$ cat src/rtl/updown_cmd_sequencer.sv
// Command stage for the 5-bit up/down counter: debounced, edge-detected Load/Up/Down pulses.
// Define AUTO_REPEAT_EN to add hold-to-repeat (HOLD/REPEAT states) on the Up/Down buttons.
module updown_cmd_sequencer #(
  parameter int WIDTH      = 5,
  parameter int DEB_CYCLES = 4,
  parameter int REP_DELAY  = 16,
  parameter int REP_PERIOD = 4
) (
  input  logic             i_clk,
  input  logic             i_rst_n,
  input  logic             i_btnUp,
  input  logic             i_btnDown,
  input  logic             i_btnLoad,
  input  logic [WIDTH-1:0] i_sw,
  input  logic             i_high,
  input  logic             i_low,
  output logic             o_load,
  output logic             o_up,
  output logic             o_down,
  output logic [WIDTH-1:0] o_in
);

  localparam int DW = (DEB_CYCLES > 1) ? $clog2(DEB_CYCLES) : 1;
  localparam logic [DW-1:0] DEB_LAST = DW'(DEB_CYCLES - 1);
  localparam int REP_MAX = (REP_DELAY > REP_PERIOD) ? REP_DELAY : REP_PERIOD;
  localparam int RW = (REP_MAX > 1) ? $clog2(REP_MAX) : 1;
`ifdef AUTO_REPEAT_EN
  localparam logic [RW-1:0] DELAY_LAST  = RW'(REP_DELAY - 1);
  localparam logic [RW-1:0] PERIOD_LAST = RW'(REP_PERIOD - 1);
`endif

  typedef enum logic [1:0] {IDLE, FIRST, HOLD, REPEAT} state_t;

  // Bit 0 = Load, bit 1 = Up, bit 2 = Down
  logic [2:0]    w_raw;
  logic [2:0]    r_sync1;
  logic [2:0]    r_sync2;
  logic [2:0]    r_deb;
  logic [DW-1:0] r_debCnt [3];

  // Index 0 = Up channel, index 1 = Down channel
  state_t        r_state     [2];
  state_t        w_nextState [2];
  logic [RW-1:0] r_repCnt    [2];
  logic [RW-1:0] w_nextCnt   [2];
  logic [1:0]    w_req;
  logic [1:0]    w_debUD;
  logic          w_conflict;

  logic             r_loadPrev;
  logic             w_loadReq;
  logic             w_upFire;
  logic             w_downFire;
  logic             r_load;
  logic             r_up;
  logic             r_down;
  logic [WIDTH-1:0] r_in;

  assign w_raw = {i_btnDown, i_btnUp, i_btnLoad};

  // A level change is accepted only after DEB_CYCLES consecutive mismatching samples
  always_ff @(posedge i_clk or negedge i_rst_n) begin
    if (!i_rst_n) begin
      r_sync1 <= '0;
      r_sync2 <= '0;
      r_deb   <= '0;
      for (int i = 0; i < 3; i++) r_debCnt[i] <= '0;
    end else begin
      r_sync1 <= w_raw;
      r_sync2 <= r_sync1;
      for (int i = 0; i < 3; i++) begin
        if (r_sync2[i] == r_deb[i]) begin
          r_debCnt[i] <= '0;
        end else if (r_debCnt[i] == DEB_LAST) begin
          r_deb[i]    <= r_sync2[i];
          r_debCnt[i] <= '0;
        end else begin
          r_debCnt[i] <= r_debCnt[i] + 1'b1;
        end
      end
    end
  end

  assign w_debUD    = r_deb[2:1];
  assign w_conflict = r_deb[1] & r_deb[2];

  always_comb begin
    for (int ch = 0; ch < 2; ch++) begin
      w_nextState[ch] = r_state[ch];
      w_nextCnt[ch]   = r_repCnt[ch];
      w_req[ch]       = 1'b0;
      if (!w_debUD[ch]) begin
        w_nextState[ch] = IDLE;
        w_nextCnt[ch]   = '0;
      end else if (!w_conflict) begin
        unique case (r_state[ch])
          IDLE: begin
            w_req[ch]       = 1'b1;
            w_nextState[ch] = FIRST;
          end
`ifdef AUTO_REPEAT_EN
          FIRST: begin
            w_nextState[ch] = HOLD;
            w_nextCnt[ch]   = '0;
          end
          HOLD: begin
            if (r_repCnt[ch] == DELAY_LAST) begin
              w_req[ch]       = 1'b1;
              w_nextState[ch] = REPEAT;
              w_nextCnt[ch]   = '0;
            end else begin
              w_nextCnt[ch] = r_repCnt[ch] + 1'b1;
            end
          end
          REPEAT: begin
            if (r_repCnt[ch] == PERIOD_LAST) begin
              w_req[ch]     = 1'b1;
              w_nextCnt[ch] = '0;
            end else begin
              w_nextCnt[ch] = r_repCnt[ch] + 1'b1;
            end
          end
`else
          FIRST: begin
            w_nextState[ch] = FIRST;
          end
`endif
          default: begin
            w_nextState[ch] = IDLE;
            w_nextCnt[ch]   = '0;
          end
        endcase
      end
    end
  end

  always_ff @(posedge i_clk or negedge i_rst_n) begin
    if (!i_rst_n) begin
      for (int ch = 0; ch < 2; ch++) begin
        r_state[ch]  <= IDLE;
        r_repCnt[ch] <= '0;
      end
    end else begin
      for (int ch = 0; ch < 2; ch++) begin
        r_state[ch]  <= w_nextState[ch];
        r_repCnt[ch] <= w_nextCnt[ch];
      end
    end
  end

  // Dropped requests are lost; the channel FSMs advance regardless of limits or priority
  assign w_loadReq  = r_deb[0] & ~r_loadPrev;
  assign w_upFire   = w_req[0] & ~w_loadReq & ~i_high;
  assign w_downFire = w_req[1] & ~w_loadReq & ~w_req[0] & ~i_low;

  always_ff @(posedge i_clk or negedge i_rst_n) begin
    if (!i_rst_n) begin
      r_loadPrev <= 1'b0;
      r_load     <= 1'b0;
      r_up       <= 1'b0;
      r_down     <= 1'b0;
      r_in       <= '0;
    end else begin
      r_loadPrev <= r_deb[0];
      r_load     <= w_loadReq;
      r_up       <= w_upFire;
      r_down     <= w_downFire;
      if (w_loadReq) r_in <= i_sw;
    end
  end

  assign o_load = r_load;
  assign o_up   = r_up;
  assign o_down = r_down;
  assign o_in   = r_in;

endmodule

$ cat config.mk
export PLATFORM = sky130hd
export DESIGN_NAME = updown_cmd_sequencer
export DESIGN_NICKNAME = d
export VERILOG_FILES = /design/src/rtl/updown_cmd_sequencer.sv
export SDC_FILE = /design/constraint.sdc
export NUM_CORES = 1
export LEC_CHECK = 0
export CORE_MARGIN = 1.5
export CORE_UTILIZATION = 45
export CTS_CLUSTER_SIZE = 20
export DETAILED_ROUTE_END_ITERATION = 10
export PLACE_DENSITY = 0.74
export RECOVER_POWER = 25
export SYNTH_ARGS = -nofsm -noshare
export SYNTH_HDL_FRONTEND = slang
export SYNTH_SLANG_ARGS = --single-unit
$ cat constraint.sdc
create_clock -name i_clk -period 2.1 [get_ports i_clk]
set_input_delay 0.21 -clock i_clk [delete_from_list [all_inputs] [get_ports i_clk]]
set_output_delay 0.21 -clock i_clk [all_outputs]
set_load 0.01 [all_outputs]
==> results of run 1 <==
-- kinds of logic after synthesis --
logic type / share of synthesized area, %
compound gates: 1.593
xor+xnor: 2.789
fa+ha+maj: 3.984
buf+inv: 1.992
flops: 69.06
mux: 11.55
simple gates: 9.029
-- sequential cells by signal, summed over array words and instances (netlist names) --
name        cells
o_down          1
o_in            5
o_load          1
o_up            1
r_deb           3
r_debCnt        6
r_loadPrev      1
r_state         2
r_sync1         3
r_sync2         3
-- synth_stat cells --
library cell	count	share of area, %
a21boi_1	2	1.6
nor2b_4	1	1.5
nor3_1	3	1.6
ha_1	3	4.0
buf_6	1	1.2
nor4_2	2	2.7
mux2_1	3	3.6
xnor2_1	3	2.8
nor2b_1	3	2.0
mux2_4	5	8.0
inv_1	2	0.80
dfrtp_1	26	69
nand2b_1	2	1.3
-- stage by stage --
step           utilization [%]  instances
2_1_floorplan                -         56
3_3_place_gp             59.25        102
3_5_place_dp             59.25        102
4_1_cts                  61.10        106
5_1_grt                  60.91        106
6_report                 60.91        106
-- power breakdown --
group	switching (mW)	internal (mW)	leakage (nW)
Clock	0.138	0.106	0.0210
Sequential	0.110	0.675	0.320
Combinational	0.197	0.343	0.196
Total	0.445	1.12	0.537
-- routing by layer --
| metal | vias to the layer above | track usage [%] |
|---|---|---|
| met5 | - | 0 |
| met4 | 0 | 7.143 |
| met3 | 2 | 3.704 |
| met2 | 19 | 23.06 |
| met1 | 242 | 17.15 |
| li1 | 231 | - |
-- cell type report --
type,instances,share of cell area [%]
multi-input combinational,27,22.83
tap,27,2.827
timing repair buffer,20,16.23
clock buffer,4,3.037
inverter,2,0.6283
sequential,26,54.45
-- worst max path at each step --
stage               slack, ns                     end
global route             0.35  r_state[0]$_DFFE_PN0P_
detailed placement       0.93     o_in[3]$_DFFE_PN0P_
CTS                      0.65                 o_in[3]
global placement         0.97     o_in[1]$_DFFE_PN0P_
floorplan                1.04     o_in[0]$_DFFE_PN0P_
finish                   0.62    r_loadPrev$_DFF_PN0_
==> impl_metrics.toml, run 1 <==
[status]
run_status = "finished, final reports clean"

[placement]
dpl-instance-area_um2 = 1162
place.port_buffers = 19
place_ws_ns = 0.9264
final_wtd_congestion = 0.6350

[clock_network]
clock_insertion_delay_worst_skew_ns = 0.31
cts-buffers-inserted = 3
root_buffer = "clkbuf_4"
clk_pin_slew_worst_paths_ns = 0.13
clock_sinks = 26
cts_tree = "yes"
htreeDepth = 1
cts_resized = 0
post-cts-setup-buffers = 0
clockBufferDepth = 2
cts-hold-fix-buffers = 0

[timing]
final.period_utilization_pct = 70.43
fin_setup_tns_ns = 0
timing_worst_slew_pin_value_ns = 1.323
timing.final.setup_violations = 0
final_max_slew_viol_count = 0
hold_slack_ns = 0.3627
finalClockSkew_ns = 0.007747
finalHoldViolations = 0
final_critical_path_setup_slack_ns = 0.6210
finalWorstPathRequiredPeriod_ns = 1.479
maxSlewHeadroom_pct = 11.78
grt_setup_unrepaired = "no"
fmax_mhz = 676.1

[power_and_ir_drop]
worst_ir_drop_vdd_mv = 0.6187
p_leak_nw = 0.5367
cell_area_power_density_nw_per_um2 = 1312
power.total_mw = 1.568

[drt]
wire_per_inst_um = 12.31
detail_route.wirelength.met1_um = 555
dr_drc_count = 0
top_signal_layer_used = "met4"
number_of_vias_after_detailed_routing = 494
routed_via_density = 4.660
drt_total_wl_um = 1305
number_of_search_and_repair_iterations_in_the_first_detailed_routing_pass = 1
drt-initial-drc-count = 0
routed-wl-met2_um = 645
antenna_left = 0
met3_wirelength_um = 98

[worst_setup_path]
setup.worst_path.start = "i_rst_n"
cp.depth = 2
worst-r2r-setup-slack_ns = 0.93
critical_path.endpoint_type = "async pin"
path_class = "in2async"
worst_path_max_delay_cell = "clkbuf_1"
cp.buffers_inverters = 2
cp_launch_type = "input port"
worst-path-max-fanout = 26
r2r-start = "r_deb[0]$_DFFE_PN0P_"
regToRegEndpoint = "o_in[3]$_DFFE_PN0P_"
cp_data_arrival_time_ns = 1.70
ff2ff_path_depth = 2
cpLargestDelayFamily = "buffers and inverters"
critPathMaxStageDelay_ns = 0.97
path_cells = "dlygate4sd3_1 > clkbuf_1"
timing.critical_path.required_ns = 2.33

[synth]
avgSynthCellArea_um2 = 16.82
count_of_cell_types_in_the_netlist = 13
yosys_synthesis_warning_count = 0
postSynthRegisterBits = 26
post_synth_design_cell_area_um2 = 942.2
sequential_element_share_of_the_synthesized_area_pct = 69.06
syn-instance-count = 56
synth.net_count = 71

[final_layout]
flow.area_growth_from_synthesis_pct = 26.83
stdcell_area_um2 = 1195
layout_commonest_cell = "dfrtp_1"
combined_area_of_the_multi_input_logic_cells_um2 = 272.8
final_cell_mix = "dfrtp_1, clkdlybuf4s50_1, mux2_4"
ff_latch_area_um2 = 650.6
layout.nets = 95
final_layout_size_suffix_gt1_share_pct = 15.19
n_antenna_cell = 0
filler_cell_count = 167

[floorplan]
pin_count = 20
floorplan.rows = 16
core_um2 = 1962
die-width_um = 48.76
floorplan.initialDensity_pct = 48.02
die-height_um = 48.76
die_area_um2 = 2377

[global_routing]
grt_start_max_net_pins = 27
grt_antenna_before_repair = 0
grt_first_pass_wirelength_um = 2580
first_global_vias = 596
global_route.overflow_total = 0
grtUsageTotal_pct = 14.08

[worst_hold_path]
hold-path-endpoint = "r_sync2[0]$_DFF_PN0_"
hold_path.class = "reg2reg"
number_of_cells_on_the_worst_hold_path = 0
holdCritStartpoint = "r_sync1[0]$_DFF_PN0_"

[job]
cap_viol_max_count = 0
(Power assumes the default switching activity.)
==> run 2, diff against run 1 <==
--- a/config.mk
+++ b/config.mk
@@ -6,7 +6,7 @@
 export NUM_CORES = 1
 export LEC_CHECK = 0
 export CORE_MARGIN = 1.5
-export CORE_UTILIZATION = 45
+export CORE_UTILIZATION = 43
 export CTS_CLUSTER_SIZE = 20
 export DETAILED_ROUTE_END_ITERATION = 10
 export PLACE_DENSITY = 0.74
==> constraint.sdc (replaced) <==
create_clock -name i_clk -period 1.3 [get_ports i_clk]
set_input_delay 0.13 -clock i_clk [delete_from_list [all_inputs] [get_ports i_clk]]
set_output_delay 0.13 -clock i_clk [all_outputs]
set_load 0.01 [all_outputs]
==> impl_metrics.toml, run 2 (synthesized netlist as in run 1, its figures left out) <==
[clock_network]
cts-hold-fix-buffers = 0
clock_sinks = 26
cts_tree = "yes"
root_buffer = "clkbuf_4"
clock_insertion_delay_worst_skew_ns = 0.30
htreeDepth = 1
cts-buffers-inserted = 3
clk_pin_slew_worst_paths_ns = 0.12
clockBufferDepth = 2

[power_and_ir_drop]
combPwrFrac_pct = 33.7
power.total_mw = 2.390
power_frac_clock_pct = 13.0
power.switching_fraction_pct = 29.75
seqPwrFrac_pct = 53.3
p_leak_nw = 0.5519
worst_ir_drop_vdd_mv = 1.016
p_switching_mw = 0.7109
cell_area_power_density_nw_per_um2 = 2038
p_int_mw = 1.679

[status]
run_status = "finished, final reports clean"

[timing]
final.period_utilization_pct = 93.26
timing_worst_slew_pin_value_ns = 0.6183
final_max_slew_viol_count = 0
finalWorstPathRequiredPeriod_ns = 1.212
fmax_mhz = 824.9
finalHoldViolations = 0
finalClockSkew_ns = 0.0006838
hold_slack_ns = 0.3548
fin_setup_tns_ns = 0
maxSlewHeadroom_pct = 58.78
grt_setup_unrepaired = "no"
timing.final.setup_violations = 0
final_critical_path_setup_slack_ns = 0.08768

[final_layout]
ff_latch_area_um2 = 650.6
layout.nets = 95
largest_reg_flops = 6
layout_commonest_cell = "dfrtp_1"
filler_cell_count = 171
flow.area_growth_from_synthesis_pct = 24.44
stdcell_area_um2 = 1172
final_layout_size_suffix_gt1_share_pct = 15.38
largest-register = "r_debCnt"
final_cell_mix = "dfrtp_1, dlygate4sd2_1, clkdlybuf4s50_1"
n_antenna_cell = 0
final_cell_utilization_of_the_core_pct = 57.98
combined_area_of_the_multi_input_logic_cells_um2 = 272.8
layout.cells.non_filler = 105

[worst_setup_path]
path_cells = "nor2b_4 > mux2_4"
worst-r2r-setup-slack_ns = 0.09
regToRegEndpoint = "o_in[1]$_DFFE_PN0P_"
path_class = "reg2reg"
cp_data_arrival_time_ns = 1.41
worst-path-max-fanout = 8
timing.critical_path.required_ns = 1.50
worst_path_max_delay_cell = "dfrtp_1"
critPathMaxStageDelay_ns = 0.42
ff2ff_path_depth = 2
r2r-start = "r_deb[0]$_DFFE_PN0P_"
critical_path.endpoint_type = "flip-flop"
cp_launch_type = "flip-flop"

[global_routing]
global_route.overflow_total = 0
first_global_vias = 583
grt_antenna_before_repair = 0
grt_first_pass_wirelength_um = 2615
grt_start_max_net_pins = 27
grtUsageTotal_pct = 14.32

[floorplan]
pin_count = 20
floorplan.initialDensity_pct = 46.60
core_um2 = 2022
die_area_um2 = 2481
die-width_um = 49.81
die-height_um = 49.81
floorplan.rows = 16

[placement]
place.port_buffers = 19
place_ws_ns = 0.1164
detailedPlacementHpwl_um = 971.1
placed_cells = 102
dpl-instance-area_um2 = 1162
final_wtd_congestion = 0.7194

[drt]
drt-initial-drc-count = 5
dr_drc_count = 0
number_of_vias_after_detailed_routing = 494
routed_via_density = 4.705
wire_per_inst_um = 13.23
drt_total_wl_um = 1389
number_of_search_and_repair_iterations_in_the_first_detailed_routing_pass = 2
antenna_left = 0

[worst_hold_path]
hold_path.class = "in2async"

[job]
cap_viol_max_count = 0
-- run 2: worst max-delay path, delay by kind of cell (launching register included) --
family           cells  cell delay [ns]
DFF                  1             0.42
and+or+nand+nor      1             0.35
muxes                1             0.34
-- run 2: worst max-delay path by stage --
stage	from	to	slack (ns)	depth (start not counted)
final	r_deb[0]$_DFFE_PN0P_	o_in[1]$_DFFE_PN0P_	0.09	2
after global routing	r_deb[0]$_DFFE_PN0P_	o_in[4]$_DFFE_PN0P_	0.05	2
after CTS	r_deb[0]$_DFFE_PN0P_	o_in[1]$_DFFE_PN0P_	0.09	2
after detailed placement	r_deb[0]$_DFFE_PN0P_	o_in[1]$_DFFE_PN0P_	0.12	2
after global placement	r_deb[0]$_DFFE_PN0P_	o_in[4]$_DFFE_PN0P_	0.17	2
after floorplan	r_deb[0]$_DFFE_PN0P_	o_in[0]$_DFFE_PN0P_	0.24	3
-- run 2: final cells by class --
type	instances	share of cell area (%)
clock buffer	3	1.921
inverter	2	0.6403
multi-input combinational	27	23.27
sequential	26	55.50
tap	27	2.882
timing repair buffer	20	15.80
-- run 2: metal layers --
metal	GRT usage, %	up-vias	routed length (µm)
li1	-	233	-
met4	5.556	0	8
met1	18.74	237	692
met2	22.44	22	599
met3	4.242	2	89
met5	0	-	0
-- run 2: power by group through the flow --
stage | Sequential (mW) | Clock, mW | Combinational [mW]
floorplan | 1.31 | 0 | 0.524
global placement | 1.28 | 0 | 0.851
detailed placement | 1.29 | 0 | 0.892
CTS | 1.27 | 0.338 | 0.824
global route | 1.31 | 0.365 | 0.899
finish | 1.27 | 0.311 | 0.806
-- run 2: repair_timing --
action	in CTS	in global routing
endpoints found under the setup margin	8	0
resized for setup	8	0
buffers inserted	0	0
